[src/rtl/axi_lite_to_cmd_unit_pkg.sv]
// ---------------------------------------------------------------
// axi_lite_to_cmd_unit_pkg: response codes and FSM encodings. Rev 1.0
// ---------------------------------------------------------------
`default_nettype none

package axi_lite_to_cmd_unit_pkg;

  localparam logic [1:0] AXI_RESP_OKAY   = 2'b00;
  localparam logic [1:0] AXI_RESP_SLVERR = 2'b10;

  localparam int unsigned DEF_TIMEOUT_CYC = 255;

  typedef enum logic [1:0] {
    W_IDLE  = 2'd0,
    W_ISSUE = 2'd1,
    W_WAIT  = 2'd2,
    W_RESP  = 2'd3
  } wr_state_e;

  typedef enum logic [1:0] {
    R_IDLE  = 2'd0,
    R_ISSUE = 2'd1,
    R_WAIT  = 2'd2,
    R_RESP  = 2'd3
  } rd_state_e;

endpackage

`default_nettype wire

[src/rtl/axi_lite_to_cmd_unit_cmd_wait_timer.sv]
// ---------------------------------------------------------------
// axi_lite_to_cmd_unit_cmd_wait_timer: loadable down-counter with expiry
// flag; only built with AXI_CMD_TIMEOUT_EN. Rev 1.0
// ---------------------------------------------------------------
`default_nettype none

`ifdef AXI_CMD_TIMEOUT_EN
module axi_lite_to_cmd_unit_cmd_wait_timer #(
  parameter int unsigned TIMEOUT_CYC = 255
) (
  input  logic clk_i,
  input  logic rst_ni,
  input  logic load_i,
  input  logic run_i,
  output logic expired_o
);

  localparam int unsigned CNT_W = (TIMEOUT_CYC > 1) ? $clog2(TIMEOUT_CYC) : 1;

  logic [CNT_W-1:0] cnt_q;

  // Loaded with N-1 so the count reaches zero on the Nth waiting cycle.
  always_ff @(posedge clk_i or negedge rst_ni) begin
    if (!rst_ni) begin
      cnt_q <= '0;
    end else if (load_i) begin
      cnt_q <= CNT_W'(TIMEOUT_CYC - 1);
    end else if (run_i && (cnt_q != '0)) begin
      cnt_q <= cnt_q - 1'b1;
    end
  end

  assign expired_o = (cnt_q == '0);

endmodule
`endif

`default_nettype wire

[src/rtl/axi_lite_to_cmd_unit.sv]
// ---------------------------------------------------------------
// axi_lite_to_cmd_unit: AXI4-Lite slave to command-bus strobe bridge.
// Optional macro: AXI_CMD_TIMEOUT_EN (WAIT timeout -> SLVERR). Rev 1.0
// ---------------------------------------------------------------
`default_nettype none

module axi_lite_to_cmd_unit
  import axi_lite_to_cmd_unit_pkg::*;
#(
  parameter int unsigned ADDR_W      = 8,
  parameter int unsigned DATA_W      = 32,
  parameter int unsigned TIMEOUT_CYC = DEF_TIMEOUT_CYC
) (
  input  logic                sys_clk,
  input  logic                reset_n,
  input  logic [ADDR_W-1:0]   s_axi_awaddr,
  input  logic                s_axi_awvalid,
  output logic                s_axi_awready,
  input  logic [DATA_W-1:0]   s_axi_wdata,
  input  logic [DATA_W/8-1:0] s_axi_wstrb,
  input  logic                s_axi_wvalid,
  output logic                s_axi_wready,
  output logic [1:0]          s_axi_bresp,
  output logic                s_axi_bvalid,
  input  logic                s_axi_bready,
  input  logic [ADDR_W-1:0]   s_axi_araddr,
  input  logic                s_axi_arvalid,
  output logic                s_axi_arready,
  output logic [DATA_W-1:0]   s_axi_rdata,
  output logic [1:0]          s_axi_rresp,
  output logic                s_axi_rvalid,
  input  logic                s_axi_rready,
  output logic [ADDR_W-1:0]   wr_addr_out,
  output logic [DATA_W-1:0]   wr_data_out,
  output logic [DATA_W/8-1:0] wr_strb_out,
  output logic                wr_enable_out,
  input  logic                wr_done_in,
  output logic [ADDR_W-1:0]   rd_addr_out,
  output logic                rd_enable_out,
  input  logic [DATA_W-1:0]   rd_data_in,
  input  logic                rd_done_in,
  output logic                wr_busy_out,
  output logic                rd_busy_out
);

  localparam int unsigned STRB_W = DATA_W / 8;

  wr_state_e           w_state_q, w_state_d;
  rd_state_e           r_state_q, r_state_d;
  logic                ready_en_q;
  logic                aw_have_q, w_have_q;
  logic [ADDR_W-1:0]   wr_addr_q, rd_addr_q;
  logic [DATA_W-1:0]   wr_data_q, rdata_q;
  logic [STRB_W-1:0]   wr_strb_q;
  logic [1:0]          bresp_q, rresp_q;
  logic                aw_fire, w_fire, ar_fire;
  logic                wr_grant, rd_grant;
  logic                wr_expired, rd_expired;

  assign aw_fire = s_axi_awvalid && s_axi_awready;
  assign w_fire  = s_axi_wvalid  && s_axi_wready;
  assign ar_fire = s_axi_arvalid && s_axi_arready;

  // A channel holds the command bus from its grant until its response handshake;
  // a simultaneous request pair goes to the write side.
  assign wr_grant = (w_state_q == W_ISSUE) &&
                    (r_state_q != R_WAIT) && (r_state_q != R_RESP);
  assign rd_grant = (r_state_q == R_ISSUE) && (w_state_q == W_IDLE);

`ifdef AXI_CMD_TIMEOUT_EN
  logic wr_tmr_exp, rd_tmr_exp;

  axi_lite_to_cmd_unit_cmd_wait_timer #(
    .TIMEOUT_CYC (TIMEOUT_CYC)
  ) u_wr_timer (
    .clk_i     (sys_clk),
    .rst_ni    (reset_n),
    .load_i    (wr_grant),
    .run_i     (w_state_q == W_WAIT),
    .expired_o (wr_tmr_exp)
  );

  axi_lite_to_cmd_unit_cmd_wait_timer #(
    .TIMEOUT_CYC (TIMEOUT_CYC)
  ) u_rd_timer (
    .clk_i     (sys_clk),
    .rst_ni    (reset_n),
    .load_i    (rd_grant),
    .run_i     (r_state_q == R_WAIT),
    .expired_o (rd_tmr_exp)
  );

  assign wr_expired = (w_state_q == W_WAIT) && wr_tmr_exp;
  assign rd_expired = (r_state_q == R_WAIT) && rd_tmr_exp;
`else
  logic w_unused_timeout;
  assign w_unused_timeout = (TIMEOUT_CYC == 0);
  assign wr_expired       = 1'b0;
  assign rd_expired       = 1'b0;
`endif

  always_ff @(posedge sys_clk or negedge reset_n) begin
    if (!reset_n) begin
      w_state_q  <= W_IDLE;
      r_state_q  <= R_IDLE;
      ready_en_q <= 1'b0;
    end else begin
      w_state_q  <= w_state_d;
      r_state_q  <= r_state_d;
      ready_en_q <= 1'b1;
    end
  end

  always_comb begin
    w_state_d = w_state_q;
    case (w_state_q)
      W_IDLE:  if ((aw_have_q || aw_fire) && (w_have_q || w_fire)) w_state_d = W_ISSUE;
      W_ISSUE: if (wr_grant) w_state_d = W_WAIT;
      W_WAIT:  if (wr_done_in || wr_expired) w_state_d = W_RESP;
      W_RESP:  if (s_axi_bready) w_state_d = W_IDLE;
      default: w_state_d = W_IDLE;
    endcase
  end

  always_comb begin
    r_state_d = r_state_q;
    case (r_state_q)
      R_IDLE:  if (ar_fire) r_state_d = R_ISSUE;
      R_ISSUE: if (rd_grant) r_state_d = R_WAIT;
      R_WAIT:  if (rd_done_in || rd_expired) r_state_d = R_RESP;
      R_RESP:  if (s_axi_rready) r_state_d = R_IDLE;
      default: r_state_d = R_IDLE;
    endcase
  end

  always_comb begin
    s_axi_awready = ready_en_q && (w_state_q == W_IDLE) && !aw_have_q;
    s_axi_wready  = ready_en_q && (w_state_q == W_IDLE) && !w_have_q;
    s_axi_arready = ready_en_q && (r_state_q == R_IDLE);
    s_axi_bvalid  = (w_state_q == W_RESP);
    s_axi_rvalid  = (r_state_q == R_RESP);
    s_axi_bresp   = bresp_q;
    s_axi_rresp   = rresp_q;
    s_axi_rdata   = rdata_q;
    wr_enable_out = wr_grant;
    rd_enable_out = rd_grant;
    wr_addr_out   = wr_addr_q;
    wr_data_out   = wr_data_q;
    wr_strb_out   = wr_strb_q;
    rd_addr_out   = rd_addr_q;
    wr_busy_out   = wr_grant || (w_state_q == W_WAIT) || (w_state_q == W_RESP);
    rd_busy_out   = rd_grant || (r_state_q == R_WAIT) || (r_state_q == R_RESP);
  end

  always_ff @(posedge sys_clk or negedge reset_n) begin
    if (!reset_n) begin
      aw_have_q <= 1'b0;
      w_have_q  <= 1'b0;
      wr_addr_q <= '0;
      wr_data_q <= '0;
      wr_strb_q <= '0;
      bresp_q   <= AXI_RESP_OKAY;
    end else begin
      if (aw_fire) begin
        aw_have_q <= 1'b1;
        wr_addr_q <= s_axi_awaddr;
      end
      if (w_fire) begin
        w_have_q  <= 1'b1;
        wr_data_q <= s_axi_wdata;
        wr_strb_q <= s_axi_wstrb;
      end
      if (w_state_q == W_ISSUE) begin
        aw_have_q <= 1'b0;
        w_have_q  <= 1'b0;
      end
      // Done takes priority over a timeout expiring in the same cycle.
      if (w_state_q == W_WAIT) begin
        if (wr_done_in)      bresp_q <= AXI_RESP_OKAY;
        else if (wr_expired) bresp_q <= AXI_RESP_SLVERR;
      end
    end
  end

  always_ff @(posedge sys_clk or negedge reset_n) begin
    if (!reset_n) begin
      rd_addr_q <= '0;
      rdata_q   <= '0;
      rresp_q   <= AXI_RESP_OKAY;
    end else begin
      if (ar_fire) rd_addr_q <= s_axi_araddr;
      if (r_state_q == R_WAIT) begin
        if (rd_done_in) begin
          rdata_q <= rd_data_in;
          rresp_q <= AXI_RESP_OKAY;
        end else if (rd_expired) begin
          rdata_q <= '0;
          rresp_q <= AXI_RESP_SLVERR;
        end
      end
    end
  end

endmodule

`default_nettype wire

[config.mk]
export PLATFORM = sky130hd
export DESIGN_NAME = axi_lite_to_cmd_unit
export DESIGN_NICKNAME = d
export VERILOG_FILES = /design/src/rtl/axi_lite_to_cmd_unit_pkg.sv /design/src/rtl/axi_lite_to_cmd_unit_cmd_wait_timer.sv /design/src/rtl/axi_lite_to_cmd_unit.sv
export SDC_FILE = /design/constraint.sdc
export NUM_CORES = 1
export LEC_CHECK = 0
export ABC_AREA = 1
export BUFFER_PORTS_ARGS = -buffer_cell sky130_fd_sc_hd__buf_2
export CAP_MARGIN = 20
export CELL_PAD_IN_SITES_DETAIL_PLACEMENT = 1
export CELL_PAD_IN_SITES_GLOBAL_PLACEMENT = 2
export CORE_ASPECT_RATIO = 1.4
export CORE_MARGIN = 1
export CORE_UTILIZATION = 29
export DETAILED_ROUTE_END_ITERATION = 10
export GPL_TIMING_DRIVEN = 0
export PLACE_DENSITY = 0.9
export SYNTH_ARGS = -nofsm -noshare
export SYNTH_HDL_FRONTEND = slang
export SYNTH_SLANG_ARGS = --single-unit
[constraint.sdc]
create_clock -name sys_clk -period 2.8 [get_ports sys_clk]
set_input_delay 0.56 -clock sys_clk [delete_from_list [all_inputs] [get_ports sys_clk]]
set_output_delay 0.56 -clock sys_clk [all_outputs]
set_load 0.02 [all_outputs]
After elaboration in Yosys (flattened, before gate mapping):

Cells that the tools add are included.

* $add $sub $neg: 0
* multipliers: 0
* divide/modulo/power cells: 0
* magnitude comparators: 0
* equal/unequal tests: 16
* shifts and indexed selects: 0
* muxes and demuxes: 14
* bitwise gates (word level): 0
* reduce and logical (&&, ||, !) cells: 26

Operators with widths (count)
* $mux W2: 8
* $ne A2 B2 Y1 const B: 8
* $pmux W2 S4: 2
* $logic_and A1 B1 Y1: 11
* $eq A2 B2 Y1 const B: 4
* $reduce_and A4 Y1: 2
* $logic_or A1 B1 Y1: 6
* $eq A2 B1 Y1 const B: 2
* $logic_not A2 Y1: 2
* $mux W1: 4
* $ne A2 B1 Y1 const B: 2
* $reduce_bool A2 Y1: 2
* $logic_not A1 Y1: 2
* $reduce_and A2 Y1: 1

* flip-flop bits (word level): 91
* latch bits: 0
* RAM bits: 0
* bits in read-only memories: 0
* input port bits: 93
* output and inout bits: 97
* word-level logic and storage cells: 66
* memories kept: 0

Longest topological paths before layout:

* depth after elaboration: 8
* depth in mapped cells: 9
* mapped depth without buffers: 9

Worst setup path after synthesis:

No wires, ideal clock.

* path type: register to output
* start: register w_state_q[0]
* end: output s_axi_wready
* data arrival time: 1.196 ns
* data required time: 2.240 ns
* setup slack: 1.044 ns
* cell stages (with the launch flop): 7
* buffers on the path: 2
* cell sequence: dfrtp_1 inv_1 ha_1 nand2_2 nor2_4 buf_6 buf_6

* word-level cells in the longest chain between the ends: 3

RTL lines
* start, declared: line axi_lite_to_cmd_unit.sv:48 `wr_state_e w_state_q, w_state_d;`
* start signal, assigned: line axi_lite_to_cmd_unit.sv:108 `w_state_q <= w_state_d;`
* $logic_not A2 Y1: line axi_lite_to_cmd_unit.sv:138 `s_axi_wready = ready_en_q && (w_state_q == W_IDLE) && !w_have_q;`
* $logic_and A1 B1 Y1 (2 in a row): line axi_lite_to_cmd_unit.sv:138
* end, declared: line axi_lite_to_cmd_unit.sv:22 `output logic s_axi_wready,`

Every way passes these cells.

Worst setup path in the final report:

* start: register w_state_q[1]
* end: output s_axi_wready

The elaborated chain is that of the path after synthesis.

==> out/qor.log <==
[status] result of the run completed
[worst_setup_path] startpoint of the most critical register-to-register path r_state_q[0]
[logic_synthesis] top cells by area in the synthesized netlist sky130_fd_sc_hd__dfrtp_1, sky130_fd_sc_hd__mux2_2, sky130_fd_sc_hd__nand2_1
[worst_setup_path] Critical Path Sink Type primary output
[sta] final clock skew 0.00810 ns
[grt] initial antenna violation count 0
[logic_synthesis] post-synthesis async set-or-reset flop share 100%
[drt] First DRT Iteration DRCs 52
[flow_run] reported max-cap violation count 0
[clock_tree] buffers inserted by post-CTS timing repair 0
[grt] global-route wire length before repair 17500 um
[finish] signed area change from the synthesized netlist to the final layout 37.7%
[grt] all-layer global routing usage 16.1%
[worst_setup_path] worst setup path class reg2out
[logic_synthesis] Seq/Total Area, Yosys 59.4%
[sta] Final Hold Slack 0.159 ns
[logic_synthesis] most frequent cell after synthesis sky130_fd_sc_hd__nand2_1
[worst_setup_path] cells along the critical path inv_1 > ha_1 > nand2_2 > nor2_4 > buf_6 > buf_6 > buf_2
[power_and_ir_drop] net switching power 2.63 mW
[clock_tree] number of hold-repair buffers added at the cts stage 0
[die] height of the die 138 um
[power_and_ir_drop] net switching fraction of the power 41.4%
[drt] number of vias after detailed routing 3189
[sta] number of setup violations in the final report 0
[drt] routed wire length per instance 14.7 um
[logic_synthesis] flop and latch count out of synthesis 91
[logic_synthesis] dominant cell type by area after synthesis sky130_fd_sc_hd__dfrtp_1
[sta] final count of hold timing violations 0
[worst_setup_path] reg-to-reg setup timing slack 1.10 ns
[power_and_ir_drop] total power divided by cell area 1200 nW/um^2
[place] post-placement cell count 693
[logic_synthesis] yosys warns 0
[clock_tree] clock sinks 91
[clock_tree] CTS buffer count 9
[grt] maximum number of pins on one net before global-route repair 64
[drt] remaining antenna violation count after routing 0
[die] Die Area 13700 um^2
[worst_hold_path] worst min-delay path class in2async
[logic_synthesis] number of distinct library cells after synthesis 21
[worst_setup_path] Max stage delay on crit path 0.42 ns
[finish] final antenna diode count 0
[place] Buffers on Ports 184
[place] HPWL reported at the end of detailed placement 8180 um
[logic_synthesis] average cell area after synthesis 10.9 um^2
[drt] Remaining DRCs 0
[clock_tree] CTS tree done
[power_and_ir_drop] worst vdd rail ir drop 0.426 mV
[sta] total negative setup slack 0 ns
[worst_setup_path] Stages on worst setup path 7
[worst_setup_path] worst endpoint required time 2.24 ns
[logic_synthesis] most frequently used flop master after synthesis sky130_fd_sc_hd__dfrtp_1
[sta] share of the clock period used by the worst path 86.7%
[logic_synthesis] area of the mapped netlist 3830 um^2
[finish] final core utilization 41.0%
[power_and_ir_drop] portion of total power attributed to combinational logic 45.5%
[drt] first-pass detailed-route iteration total 4
[clock_tree] deepest clock path buffer count 2
[sta] RSZ-0062 raised after global routing no
[grt] vias in the first global route 3525
[worst_setup_path] Register-to-Register Path Depth 8
[drt] drt total wl 10400 um
[logic_synthesis] share of Yosys cell area claimed by the top area cell type 59.4%
[power_and_ir_drop] Internal Dissipation 3.73 mW
[grt] GRT overflow 0
[worst_setup_path] R2R Path End w_state_q[0]
[clock_tree] number of gates given a new drive strength after cts 0
[worst_setup_path] Max Fanout on Critical Path 10
[die] die extent in x 99.2 um
[logic_synthesis] cell count after synthesis 352
[worst_setup_path] critical path arrival 1.87 ns
[power_and_ir_drop] Leak Pwr 2.94 nW
[finish] count of placed standard cells in the final layout, fillers left out 709
[worst_setup_path] launching element type of the critical path flip-flop
[die] Starting Density 29.8%
[clock_tree] CTS root buf sky130_fd_sc_hd__clkbuf_16
[sta] Achievable Freq 412 MHz
[finish] layout cells sized above 1 48.0%
[worst_setup_path] slowest stage cell, crit path sky130_fd_sc_hd__dfrtp_1
[die] area of the core region 12900 um^2
[sta] Max Transition Viols Final 0
[clock_tree] clock latency reported for the late side of the worst-skew pair 0.33 ns
[worst_setup_path] cell seen most often among critical-path stages sky130_fd_sc_hd__buf_6
[die] number of top-level pins 190
[sta] post-layout min period 2.43 ns
[power_and_ir_drop] part of the power in the clock network 18.6%
[die] Rows 49
[place] routability cong. 0.766
[drt] vias per cell 4.50
[logic_synthesis] number of synthesized flops with an enable pin 0
[clock_tree] H-tree levels 3
[power_and_ir_drop] register share of total power 35.9%
[logic_synthesis] top cells by count, synth sky130_fd_sc_hd__nand2_1, sky130_fd_sc_hd__dfrtp_1, sky130_fd_sc_hd__nand3_1
[worst_setup_path] sum of buffers and inverters on the critical path 4
[finish] number of nets in the layout 654
[clock_tree] Clock transition at path regs 0.06 ns
[worst_setup_path] family with the most delay on the worst path buffers and inverters
[routing by layer]
layer	up-vias	GRT usage [%]	share of wire (%)
li1	1529	-	-
met5	-	0	0
met2	89	30.8	57
met1	1560	17.6	37
met4	0	5.50	1.6
met3	11	2.83	3.4
[how the worst max path moves through the flow]
stage	startpoint	to	slack [ns]
final	w_state_q[1]	s_axi_wready	0.37
after detailed placement	w_state_q[1]	s_axi_wready	0.69
after floorplan	w_state_q[0]	s_axi_wready	1.04
after CTS	w_state_q[0]	s_axi_wready	0.32
after global placement	reset_n	rd_addr_out[7]	0.27
after global routing	w_state_q[0]	s_axi_wready	0.20
[final cells by class]
type	count	area, um^2
clock buffers	9	225
plain buffers	19	156
clock inverters	7	66.3
well taps	153	191
fillers	1543	7590
repair buffers	185	951
multi-input cells	228	1350
flip-flops and latches	91	2280
inverters	17	63.8
[registers in the layout, summed over array words and instances, names as in the netlist]
signal / cells
r_state_q: 2
w_have_q: 1
s_axi_rdata: 32
wr_strb_out: 4
rd_addr_out: 8
w_state_q: 2
wr_data_out: 32
wr_addr_out: 8
aw_have_q: 1
ready_en_q: 1
[stage by stage]
stage	cell area [um^2]	setup slack, ns	power (mW)
after floorplan	3850	1.04	4.15
after global placement	4960	0.265	5.11
after detailed placement	4990	0.692	5.26
after CTS	5280	0.322	6.47
after global routing	5280	0.205	6.82
final	5280	0.373	6.35
[layout by cell type (no fill, tap or decap), types with 2 or more instances in the layout]
cell / n
sky130_fd_sc_hd__nand2_2: 3
sky130_fd_sc_hd__inv_1: 17
sky130_fd_sc_hd__dfrtp_1: 91
sky130_fd_sc_hd__buf_4: 8
sky130_fd_sc_hd__buf_6: 7
sky130_fd_sc_hd__nor2_1: 5
sky130_fd_sc_hd__nand2_1: 106
sky130_fd_sc_hd__ha_1: 10
sky130_fd_sc_hd__nor2_4: 2
sky130_fd_sc_hd__nand3_1: 47
sky130_fd_sc_hd__o21ai_0: 3
sky130_fd_sc_hd__clkinv_2: 4
sky130_fd_sc_hd__mux2_2: 40
sky130_fd_sc_hd__conb_1: 5
sky130_fd_sc_hd__buf_2: 188
sky130_fd_sc_hd__clkbuf_16: 9
[logic make-up after synthesis]
kind of cell	count (synthesis)	synth area share (%)
multiplexers	40	11.7
flip-flops	91	59.4
AND/OR/NAND/NOR	168	19.0
buffers and inverters	36	5.74
other	2	0.196
AO/OA/AOI/OAI	5	0.718
adder cells (fa/ha/maj)	10	3.26
[power groups by stage]
stage	clock [mW]	combinational [mW]	sequential (mW)
after floorplan	0	1.14	3.01
after global placement	0	2.85	2.27
after detailed placement	0	2.95	2.31
after CTS	1.23	2.95	2.29
after global routing	1.29	3.16	2.37
final	1.18	2.89	2.28
Note: power is estimated with default switching activity, not from simulation.
